`src/rtl/mips_pkg.sv`:
```
// mips_pkg: MIPS opcode/funct constants, ALU op codes and register-0 constant.
// Build option: ID_EX_SLT_EN enables SLT decode (R-type funct 0x2A and slti).
// Without it, both decode as illegal for ALUs that return a constant on code 11.
package mips_pkg;
    localparam logic [5:0] OP_RTYPE = 6'h00;
    localparam logic [5:0] OP_BEQ   = 6'h04;
    localparam logic [5:0] OP_ADDI  = 6'h08;
    localparam logic [5:0] OP_ADDIU = 6'h09;
    localparam logic [5:0] OP_SLTI  = 6'h0A;
    localparam logic [5:0] OP_ANDI  = 6'h0C;
    localparam logic [5:0] OP_ORI   = 6'h0D;
    localparam logic [5:0] OP_LW    = 6'h23;
    localparam logic [5:0] OP_SW    = 6'h2B;
    localparam logic [5:0] F_ADD    = 6'h20;
    localparam logic [5:0] F_ADDU   = 6'h21;
    localparam logic [5:0] F_SUB    = 6'h22;
    localparam logic [5:0] F_SUBU   = 6'h23;
    localparam logic [5:0] F_AND    = 6'h24;
    localparam logic [5:0] F_OR     = 6'h25;
    localparam logic [5:0] F_SLT    = 6'h2A;
    localparam logic [4:0] REG_ZERO = 5'd0;
    // bit2 = invert B plus one, bits[1:0] = AND/OR/ADD/SLT
    typedef enum logic [2:0] {
        ALU_AND = 3'b000,
        ALU_OR  = 3'b001,
        ALU_ADD = 3'b010,
        ALU_SUB = 3'b110,
        ALU_SLT = 3'b111
    } alu_op_t;
`ifdef ID_EX_SLT_EN
    localparam bit SLT_EN = 1'b1;
`else
    localparam bit SLT_EN = 1'b0;
`endif
endpackage

```
`src/rtl/alu_decode.sv`:
```
// alu_decode: combinational MIPS opcode/funct decode for the ID/EX stage.
// Build option: ID_EX_SLT_EN (via mips_pkg::SLT_EN) makes SLT/slti legal.
// Ports:
//   opcode, funct  in  instruction fields [31:26], [5:0]
//   rt, rd         in  register specifiers used for destination select
//   alu_op         out 3-bit ALU operation code
//   imm_sign       out 1 = sign-extend imm16, 0 = zero-extend
//   use_imm        out 1 = operand B is the immediate, 0 = rt value
//   dest           out destination register (rd for R-type, else rt)
//   reg_write, mem_read, mem_write, branch, illegal  out control flags
module alu_decode
    import mips_pkg::*;
(
    input  logic [5:0] opcode,
    input  logic [5:0] funct,
    input  logic [4:0] rt,
    input  logic [4:0] rd,
    output logic [2:0] alu_op,
    output logic       imm_sign,
    output logic       use_imm,
    output logic [4:0] dest,
    output logic       reg_write,
    output logic       mem_read,
    output logic       mem_write,
    output logic       branch,
    output logic       illegal
);
    alu_op_t op;
    logic    rw;

    always_comb begin
        op        = ALU_ADD;
        imm_sign  = 1'b1;
        use_imm   = 1'b1;
        dest      = rt;
        rw        = 1'b0;
        mem_read  = 1'b0;
        mem_write = 1'b0;
        branch    = 1'b0;
        illegal   = 1'b0;
        case (opcode)
            OP_RTYPE: begin
                use_imm = 1'b0;
                dest    = rd;
                rw      = 1'b1;
                case (funct)
                    F_ADD, F_ADDU: op = ALU_ADD;
                    F_SUB, F_SUBU: op = ALU_SUB;
                    F_AND:         op = ALU_AND;
                    F_OR:          op = ALU_OR;
                    F_SLT:         begin
                        op      = SLT_EN ? ALU_SLT : ALU_ADD;
                        rw      = SLT_EN;
                        illegal = !SLT_EN;
                    end
                    default:       begin
                        rw      = 1'b0;
                        illegal = 1'b1;
                    end
                endcase
            end
            OP_ADDI, OP_ADDIU: rw = 1'b1;
            OP_SLTI: begin
                op      = SLT_EN ? ALU_SLT : ALU_ADD;
                rw      = SLT_EN;
                illegal = !SLT_EN;
            end
            OP_ANDI: begin
                op       = ALU_AND;
                imm_sign = 1'b0;
                rw       = 1'b1;
            end
            OP_ORI: begin
                op       = ALU_OR;
                imm_sign = 1'b0;
                rw       = 1'b1;
            end
            OP_LW: begin
                rw       = 1'b1;
                mem_read = 1'b1;
            end
            OP_SW: mem_write = 1'b1;
            OP_BEQ: begin
                op      = ALU_SUB;
                use_imm = 1'b0;
                branch  = 1'b1;
            end
            default: illegal = 1'b1;
        endcase
        alu_op    = op;
        // writes to register 0 are architecturally discarded
        reg_write = rw && (dest != REG_ZERO);
    end
endmodule

```
`src/rtl/id_ex_stage.sv`:
```
// id_ex_stage: ID/EX pipeline register with decode, MEM/WB forwarding and
// valid/ready handshake feeding the EX-stage ALU.
// Build option: ID_EX_SLT_EN enables SLT/slti decode (else they are illegal).
// Ports:
//   clk, rst_n                     clock, async active-low reset
//   in_valid / in_ready            ID-side handshake (in_ready = !ex_valid || ex_ready)
//   opcode, funct, rs, rt, rd, imm16, rs_data, rt_data   instruction and RF data
//   mem_fwd_en/rd/data, wb_fwd_en/rd/data                bypass sources
//   flush                          kills the registered instruction, drops input
//   ex_ready / ex_valid            EX-side handshake
//   ex_alu_op, ex_a, ex_b, ex_rd   ALU operands and destination
//   ex_reg_write, ex_mem_read, ex_mem_write, ex_branch, ex_illegal  flags
module id_ex_stage
    import mips_pkg::*;
#(
    parameter int DATA_W = 32
) (
    input  logic              clk,
    input  logic              rst_n,
    input  logic              in_valid,
    output logic              in_ready,
    input  logic [5:0]        opcode,
    input  logic [5:0]        funct,
    input  logic [4:0]        rs,
    input  logic [4:0]        rt,
    input  logic [4:0]        rd,
    input  logic [15:0]       imm16,
    input  logic [DATA_W-1:0] rs_data,
    input  logic [DATA_W-1:0] rt_data,
    input  logic              mem_fwd_en,
    input  logic [4:0]        mem_fwd_rd,
    input  logic [DATA_W-1:0] mem_fwd_data,
    input  logic              wb_fwd_en,
    input  logic [4:0]        wb_fwd_rd,
    input  logic [DATA_W-1:0] wb_fwd_data,
    input  logic              flush,
    input  logic              ex_ready,
    output logic              ex_valid,
    output logic [2:0]        ex_alu_op,
    output logic [DATA_W-1:0] ex_a,
    output logic [DATA_W-1:0] ex_b,
    output logic [4:0]        ex_rd,
    output logic              ex_reg_write,
    output logic              ex_mem_read,
    output logic              ex_mem_write,
    output logic              ex_branch,
    output logic              ex_illegal
);
    logic [2:0]        alu_op;
    logic              imm_sign, use_imm, reg_write, mem_read, mem_write, branch, illegal;
    logic [4:0]        dest;
    logic [DATA_W-1:0] imm_ext, a_val, rt_val, b_val;

    alu_decode u_dec (
        .opcode    (opcode),
        .funct     (funct),
        .rt        (rt),
        .rd        (rd),
        .alu_op    (alu_op),
        .imm_sign  (imm_sign),
        .use_imm   (use_imm),
        .dest      (dest),
        .reg_write (reg_write),
        .mem_read  (mem_read),
        .mem_write (mem_write),
        .branch    (branch),
        .illegal   (illegal)
    );

    assign imm_ext = {{(DATA_W-16){imm_sign & imm16[15]}}, imm16};

    // MEM is the younger producer so it takes precedence over WB; r0 is never bypassed
    assign a_val  = (mem_fwd_en && mem_fwd_rd == rs && rs != REG_ZERO) ? mem_fwd_data :
                    (wb_fwd_en  && wb_fwd_rd  == rs && rs != REG_ZERO) ? wb_fwd_data  : rs_data;
    assign rt_val = (mem_fwd_en && mem_fwd_rd == rt && rt != REG_ZERO) ? mem_fwd_data :
                    (wb_fwd_en  && wb_fwd_rd  == rt && rt != REG_ZERO) ? wb_fwd_data  : rt_data;
    assign b_val  = use_imm ? imm_ext : rt_val;

    assign in_ready = !ex_valid || ex_ready;

    always_ff @(posedge clk or negedge rst_n) begin
        if (!rst_n) begin
            ex_valid     <= 1'b0;
            ex_alu_op    <= '0;
            ex_a         <= '0;
            ex_b         <= '0;
            ex_rd        <= '0;
            ex_reg_write <= 1'b0;
            ex_mem_read  <= 1'b0;
            ex_mem_write <= 1'b0;
            ex_branch    <= 1'b0;
            ex_illegal   <= 1'b0;
        end else if (flush) begin
            ex_valid <= 1'b0;
        end else if (in_ready) begin
            ex_valid <= in_valid;
            if (in_valid) begin
                ex_alu_op    <= alu_op;
                ex_a         <= a_val;
                ex_b         <= b_val;
                ex_rd        <= dest;
                ex_reg_write <= reg_write;
                ex_mem_read  <= mem_read;
                ex_mem_write <= mem_write;
                ex_branch    <= branch;
                ex_illegal   <= illegal;
            end
        end
    end
endmodule
```
`config.mk`:
```
export PLATFORM = sky130hd
export DESIGN_NAME = id_ex_stage
export DESIGN_NICKNAME = d
export VERILOG_FILES = /design/src/rtl/mips_pkg.sv /design/src/rtl/alu_decode.sv /design/src/rtl/id_ex_stage.sv
export SDC_FILE = /design/constraint.sdc
export NUM_CORES = 1
export LEC_CHECK = 0
export BUFFER_PORTS_ARGS = -buffer_cell sky130_fd_sc_hd__buf_2
export CORE_MARGIN = 4
export CORE_UTILIZATION = 46
export DETAILED_ROUTE_END_ITERATION = 8
export GPL_TIMING_DRIVEN = 0
export PLACE_DENSITY = 0.82
export SLEW_MARGIN = 20
export SYNTH_ARGS = -nofsm -noshare
export SYNTH_HDL_FRONTEND = slang
export SYNTH_HIERARCHICAL = 1
export SYNTH_SLANG_ARGS = --single-unit
```
`constraint.sdc`:
```
create_clock -name clk -period 2.2 [get_ports clk]
set_input_delay 0.44 -clock clk [delete_from_list [all_inputs] [get_ports clk]]
set_output_delay 0.44 -clock clk [all_outputs]
set_load 0.02 [all_outputs]
```
==> results of run 1 <==
per-layer routing:
layer	up-vias	GRT usage, %	wire length, microns
met2	331	52.00	9830
met4	0	11.86	498
li1	2586	-	-
met3	42	4.946	1714
met1	2753	39.38	7703
met5	-	0	0
what timing repair did:
item,4_1_cts,5_1_grt
buffers inserted,2,0
resized for setup,10,9
setup endpoints to repair,58,56
hold buffers,0,0
hold endpoints to repair,0,0
pin swaps,2,0
gates cloned,0,0
area by class of cell:
cell class | instances | share of cell area (%)
sequential | 78 | 28.61
tap | 136 | 2.494
clock inverter | 6 | 1.596
buffer | 48 | 3.833
clock buffer | 10 | 1.871
multi-input combinational | 391 | 41.20
inverter | 4 | 0.2201
timing repair buffer | 269 | 20.18
path summary, 6_finish.rpt:
kind	to	slack (ps)	depth (start not counted)
setup / recovery	ex_b[26]	80	8
max in group asynchronous	ex_b[15]	1570	2
hold / removal	ex_rd[0]	40	1
setup reg to reg	ex_a[18]	100	9
min in group clk	ex_valid	300	2
hold reg to reg	ex_mem_read	470	2
cell families (layout without fill, tap and decap cells):
kind of cell / after synthesis / count (layout) / synth area share, %
AO/OA/AOI/OAI: 153 / 153 / 24.62
XOR/XNOR: 20 / 20 / 3.671
buffers and inverters: 52 / 337 / 5.356
flip-flops: 78 / 78 / 39.23
multiplexers: 37 / 37 / 7.568
AND/OR/NAND/NOR: 181 / 181 / 19.56
metrics by stage:
step | setup TNS, ps | std cells | setup WS, ps | instance area [sq um]
after floorplan | 0 | 521 | 104.4 | 4976
after global placement | -35150 | 923 | -708.5 | 6477
after detailed placement | -30680 | 924 | -757.9 | 6513
after CTS | 0 | 942 | 24.77 | 6799
after global routing | -2.024 | 942 | -2.024 | 6822
final | 0 | 942 | 77.27 | 6822
registers in the layout (all words and copies together), names as in the netlist:
register / flops
ex_rd: 5
ex_mem_write: 1
ex_branch: 1
ex_mem_read: 1
ex_illegal: 1
ex_b: 32
ex_alu_op: 3
ex_valid: 1
ex_a: 32
ex_reg_write: 1
critical path, cell delays in order:
cell,delay (ps)
buf_2,130
xnor2_2,350
nand2_1,80
or3_1,370
buf_6,150
buf_6,140
a221o_1,360
a221o_1,330
Yosys cell counts (2+ instances only):
cell	n
a221o_1	62
a22oi_1	32
and3_1	48
and3_2	2
buf_1	2
buf_2	6
buf_4	3
buf_6	7
clkbuf_1	30
dfrtp_1	78
inv_1	4
mux2_2	5
mux2i_1	32
nand2_1	46
nand4_1	3
nor2_1	28
nor3_1	17
nor3b_1	3
nor4_1	16
o21a_1	16
o21ai_0	34
or3_1	2
or4_1	3
xnor2_1	19
power by group:
| group | total (mW) | internal, mW | switching (mW) | leakage (nW) |
|---|---|---|---|---|
| logic | 1.38 | 0.569 | 0.807 | 2.30 |
| registers | 1.78 | 1.64 | 0.135 | 0.975 |
| clock network | 1.32 | 0.755 | 0.561 | 0.121 |
cells in the final DEF, fill, tap and decap left out, types with 2 or more instances in the layout:
master	instances
inv_1	4
o21a_1	16
clkbuf_1	23
clkbuf_2	8
and3_1	48
a22oi_1	32
xnor2_1	19
mux2_2	5
buf_2	271
a221o_1	62
nor2_1	27
nor3b_1	2
o21ai_0	34
buf_6	7
nor2_2	2
nor3_2	3
clkinv_2	2
dfrtp_1	78
buf_1	2
mux2i_1	32
or3_1	2
and3_2	2
buf_4	6
or4_1	3
nor3_1	15
nor4_1	15
nand4_1	3
bufinv_16	3
nand2_1	46
clkbuf_8	9
==> results.yml, run 1 <==
sta:
  setup_viol: 0
  finalMaxSlewViolations: 0
  skew_ps: 7.837
  hold_viol_final: 0
  finalCritPeriodShare_pct: 96.49
  timing.slew.headroom_pct: 53.28
  post-route-min-period_ps: 2123
  tightest_slew_ps: 697.0
  fmaxAchievable_ghz: 0.4711
  fin_hold_ws_ps: 44.02
synthesis:
  synth_area_sq_um: 4976
  synth_seq_cells: 78
  synth_top_area_share_pct: 39.23
  ys_warn_count: 6
  yosysUniqueCellTypes: 47
  synth_edf_count: 0
  syn_area_per_cell_sq_um: 9.551
  ys.flop_type: "dfrtp_1"
  synth_top_area_cell: "dfrtp_1"
  syn_nets: 709
  yosys-top-cells-area: "dfrtp_1 (39%), a221o_1 (12%), mux2i_1 (6.4%)"
  syn_inst: 521
  async_flop_share_pct: 100.0
  ys_seq_area_share_pct: 39.23
routing:
  antenna_left: 0
  vias: 5712
  routedWlPerCell_microns: 20.96
  drtPass1Iterations: 5
  drc: 0
  wl_microns: 19750
  drtIter0Drc: 467
  viasPerCell: 6.064
clock_tree:
  cts_made_buffers: 9
  clkLatencyLatePin_ps: 350
  cts_buffer_depth: 2
  cts_tree: "done"
  htreeDepth: 3
  clock-sinks: 78
  cts_root_buf: "clkbuf_8"
  clk_pin_slew_ps: 80
final_layout:
  nets: 989
  fillers: 914
  drive_above_1_share_pct: 40.94
  register_area_sq_um: 1952
  diodes: 0
  area_growth_pct: 37.09
  fin_util_pct: 65.49
  multi_input_area_sq_um: 2810
die:
  start_util_pct: 47.77
  row_count: 37
  dieArea_sq_um: 12550
  die_x_microns: 112.0
  ios: 267
  die_height_microns: 112.0
  coreArea_sq_um: 10420
worst_setup_path:
  start_kind: "input pin"
  arrival_ps: 2350
  rr_startpoint: "ex_valid"
  crit_required_ps: 2430
  worst-path-max-fanout: 10
  crit_start: "wb_fwd_rd[2]"
  path_class: "input pin to flip-flop"
  endpoint_kind: "flip-flop"
grt:
  grt_max_degree: 47
  first_global_vias: 5919
  grtUsageTotal_pct: 30.68
  grt-ovfl-total: 0
  grt_pass1_wl_microns: 31040
  antenna_found_initial: 0
placement:
  dpl.hpwl_microns: 15270
  gp_congestion: 0.9176
  port_buffers: 266
status:
  status: "finished clean"
power:
  finalPower_mw: 4.469
  cellPowerDensity_nw_per_um2: 655.2
  peakVddDrop_uv: 373.3
  leakagePower_nw: 3.395
flow_run:
  drv_cap: 0
worst_hold_path:
  min_path_type: "input pin to async pin"
No activity file was read; power rests on OpenSTA's default activity.
==> inputs of run 2 (changes only) <==
--- a/config.mk
+++ b/config.mk
@@ -5,9 +5,11 @@
 export SDC_FILE = /design/constraint.sdc
 export NUM_CORES = 1
 export LEC_CHECK = 0
+export ABC_AREA = 1
 export BUFFER_PORTS_ARGS = -buffer_cell sky130_fd_sc_hd__buf_2
+export CAP_MARGIN = 10
 export CORE_MARGIN = 4
-export CORE_UTILIZATION = 46
+export CORE_UTILIZATION = 49
 export DETAILED_ROUTE_END_ITERATION = 8
 export GPL_TIMING_DRIVEN = 0
 export PLACE_DENSITY = 0.82
==> run 2 against run 1 <==
Final area is 17% higher. Worst setup slack better by 38 ps. Non-clock buffer count is 7 higher. Final cell count is 54% higher. Critical path type unchanged. Critical endpoint is now ex_b[30]. Largest cell class unchanged.
==> results.yml, run 2 <==
status:
  status: "finished clean"
die:
  dieArea_sq_um: 14290
  coreArea_sq_um: 12110
  start_util_pct: 50.34
  die_x_microns: 119.6
  row_count: 40
  ios: 267
  die_height_microns: 119.6
synthesis:
  syn_inst: 998
  ys_seq_area_share_pct: 32.01
  syn_area_per_cell_sq_um: 6.109
  synth_edf_count: 0
  synth_area_sq_um: 6097
  synth_top_area_cell: "dfrtp_1"
  synth_top_area_share_pct: 32.01
  syn_nets: 1186
  yosys-top-cells-area: "dfrtp_1 (32%), nand2_1 (18%), nand3_1 (15%)"
  yosysMostFrequentCell: "nand2_1"
  async_flop_share_pct: 100.0
  synth_seq_cells: 78
  synth_commonest_cells: "nand2_1 (285), nand3_1 (179), inv_1 (159)"
  ys_warn_count: 6
  ys.flop_type: "dfrtp_1"
  yosysUniqueCellTypes: 29
clock_tree:
  clk_pin_slew_ps: 70
  htreeDepth: 3
  cts_made_buffers: 9
  clkLatencyLatePin_ps: 340
  cts_setup_buffers: 0
  cts_buffer_depth: 2
  cts_tree: "done"
  cts_root_buf: "clkbuf_16"
  clock-sinks: 78
routing:
  antenna_left: 0
  drtIter0Drc: 909
  drtPass1Iterations: 6
  drc: 0
  viasPerCell: 5.152
  routedWlPerCell_microns: 16.05
  vias: 7465
  wl_microns: 23250
power:
  cellPowerDensity_nw_per_um2: 604.3
  leakagePower_nw: 4.803
  peakVddDrop_uv: 356.5
final_layout:
  drive_above_1_share_pct: 29.27
  diodes: 0
  final_cell_mix: "buf_2 (295), nand2_1 (285), nand3_1 (179)"
  top_regs: "ex_a x32, ex_b x32, ex_rd x5"
  final_common_cell: "buf_2"
  design_area_sq_um: 7961
  area_growth_pct: 30.58
  nets: 1464
placement:
  gp_congestion: 0.9207
  dpl.hpwl_microns: 18120
  placed_cell_area_sq_um: 7669
  port_buffers: 266
  place_ws_ps: -216.7
sta:
  worst_slack_ps: 115.2
  hold_viol_final: 0
  post-route-min-period_ps: 2085
  setup_tns_ps: 0
  setup_viol: 0
  fin_hold_ws_ps: 34.39
  skew_ps: 3.810
  timing.slew.headroom_pct: 55.66
  finalCritPeriodShare_pct: 94.76
  fmaxAchievable_ghz: 0.4797
  finalMaxSlewViolations: 0
  tightest_slew_ps: 665.1
  rsz0062_at_grt: "false"
worst_setup_path:
  crit_chain: "buf_2 -> nor2_4 -> nand3_2 -> clkbuf_1 -> a31oi_2 -> buf_2 -> a21oi_1"
  arrival_ps: 2310
  start_kind: "input pin"
  crit_required_ps: 2420
  cp_num_buf_inv: 3
  path_class: "input pin to flip-flop"
  cpLargestDelayFamily: "buffers and inverters"
  crit_start: "opcode[4]"
  critPathSlowestCell: "a31oi_2"
  rr_startpoint: "ex_valid"
  cpPeakStageDelay_ps: 560
  path_common_cell: "buf_2"
  worst-path-max-fanout: 10
  endpoint_kind: "flip-flop"
flow_run:
  drv_cap: 0
grt:
  first_global_vias: 7124
  grtUsageTotal_pct: 31.90
  grt-ovfl-total: 0
  grt_max_degree: 49
  grt_pass1_wl_microns: 36090
  antenna_found_initial: 2
worst_hold_path:
  min_path_type: "input pin to async pin"
-- run 2: per-layer routing --
metal	part of all wire [%]	vias to the layer above	track usage [%]
li1	-	3630	-
met4	2.7	4	11.74
met1	39	3362	38.60
met5	0.12	-	0
met2	49	413	55.37
met3	9.8	56	7.446
-- run 2: worst paths after layout --
path | end | slack [ps] | cells after the start
max | ex_b[30] | 120 | 7
min reg2reg | ex_branch | 480 | 2
min in group clk | ex_valid | 260 | 2
max in group asynchronous | ex_a[2] | 1550 | 2
min | ex_a[16] | 30 | 1
max reg2reg | ex_a[22] | 300 | 9
-- run 2: where the power goes --
group | internal [mW] | total, mW | switching (mW) | leakage [nW]
clock network | 0.878 | 1.52 | 0.644 | 0.146
logic | 0.536 | 1.51 | 0.972 | 3.76
registers | 1.65 | 1.78 | 0.131 | 0.895
-- run 2: per-stage QoR --
step	power [mW]	util, %	instances
4_1_cts	4.807	65.72	1449
3_3_place_gp	3.269	63.07	1432
6_report	4.811	65.73	1449
5_1_grt	5.025	65.73	1449
3_5_place_dp	3.303	63.32	1433
2_1_floorplan	2.635	-	998
-- run 2: cell families (layout without fill, tap and decap cells) --
logic type                count (synthesis)  after routing  share of synthesized area (%)
AOI/OAI and AO/OA                        77             77                          6.711
buffers and inverters                   245            528                          16.62
and+or+nand+nor                         597            597                          44.51
xor gates and xnor gates                  1              1                         0.1437
DFF                                      78             78                          32.01
-- run 2: cell type report --
class	instances	area [sq um]
timing repair buffer	267	1361
buffer	57	309.0
sequential	78	1952
fill	1178	4150
clock inverter	6	62.56
inverter	188	705.7
multi-input combinational	675	3132
clock buffer	10	229.0
tap	168	210.2
-- run 2: repair_timing --
item,4_1_cts,5_1_grt
endpoints found under the setup margin,0,6
gates resized for setup,0,1
endpoints found under the hold margin,0,0
hold buffers,0,0
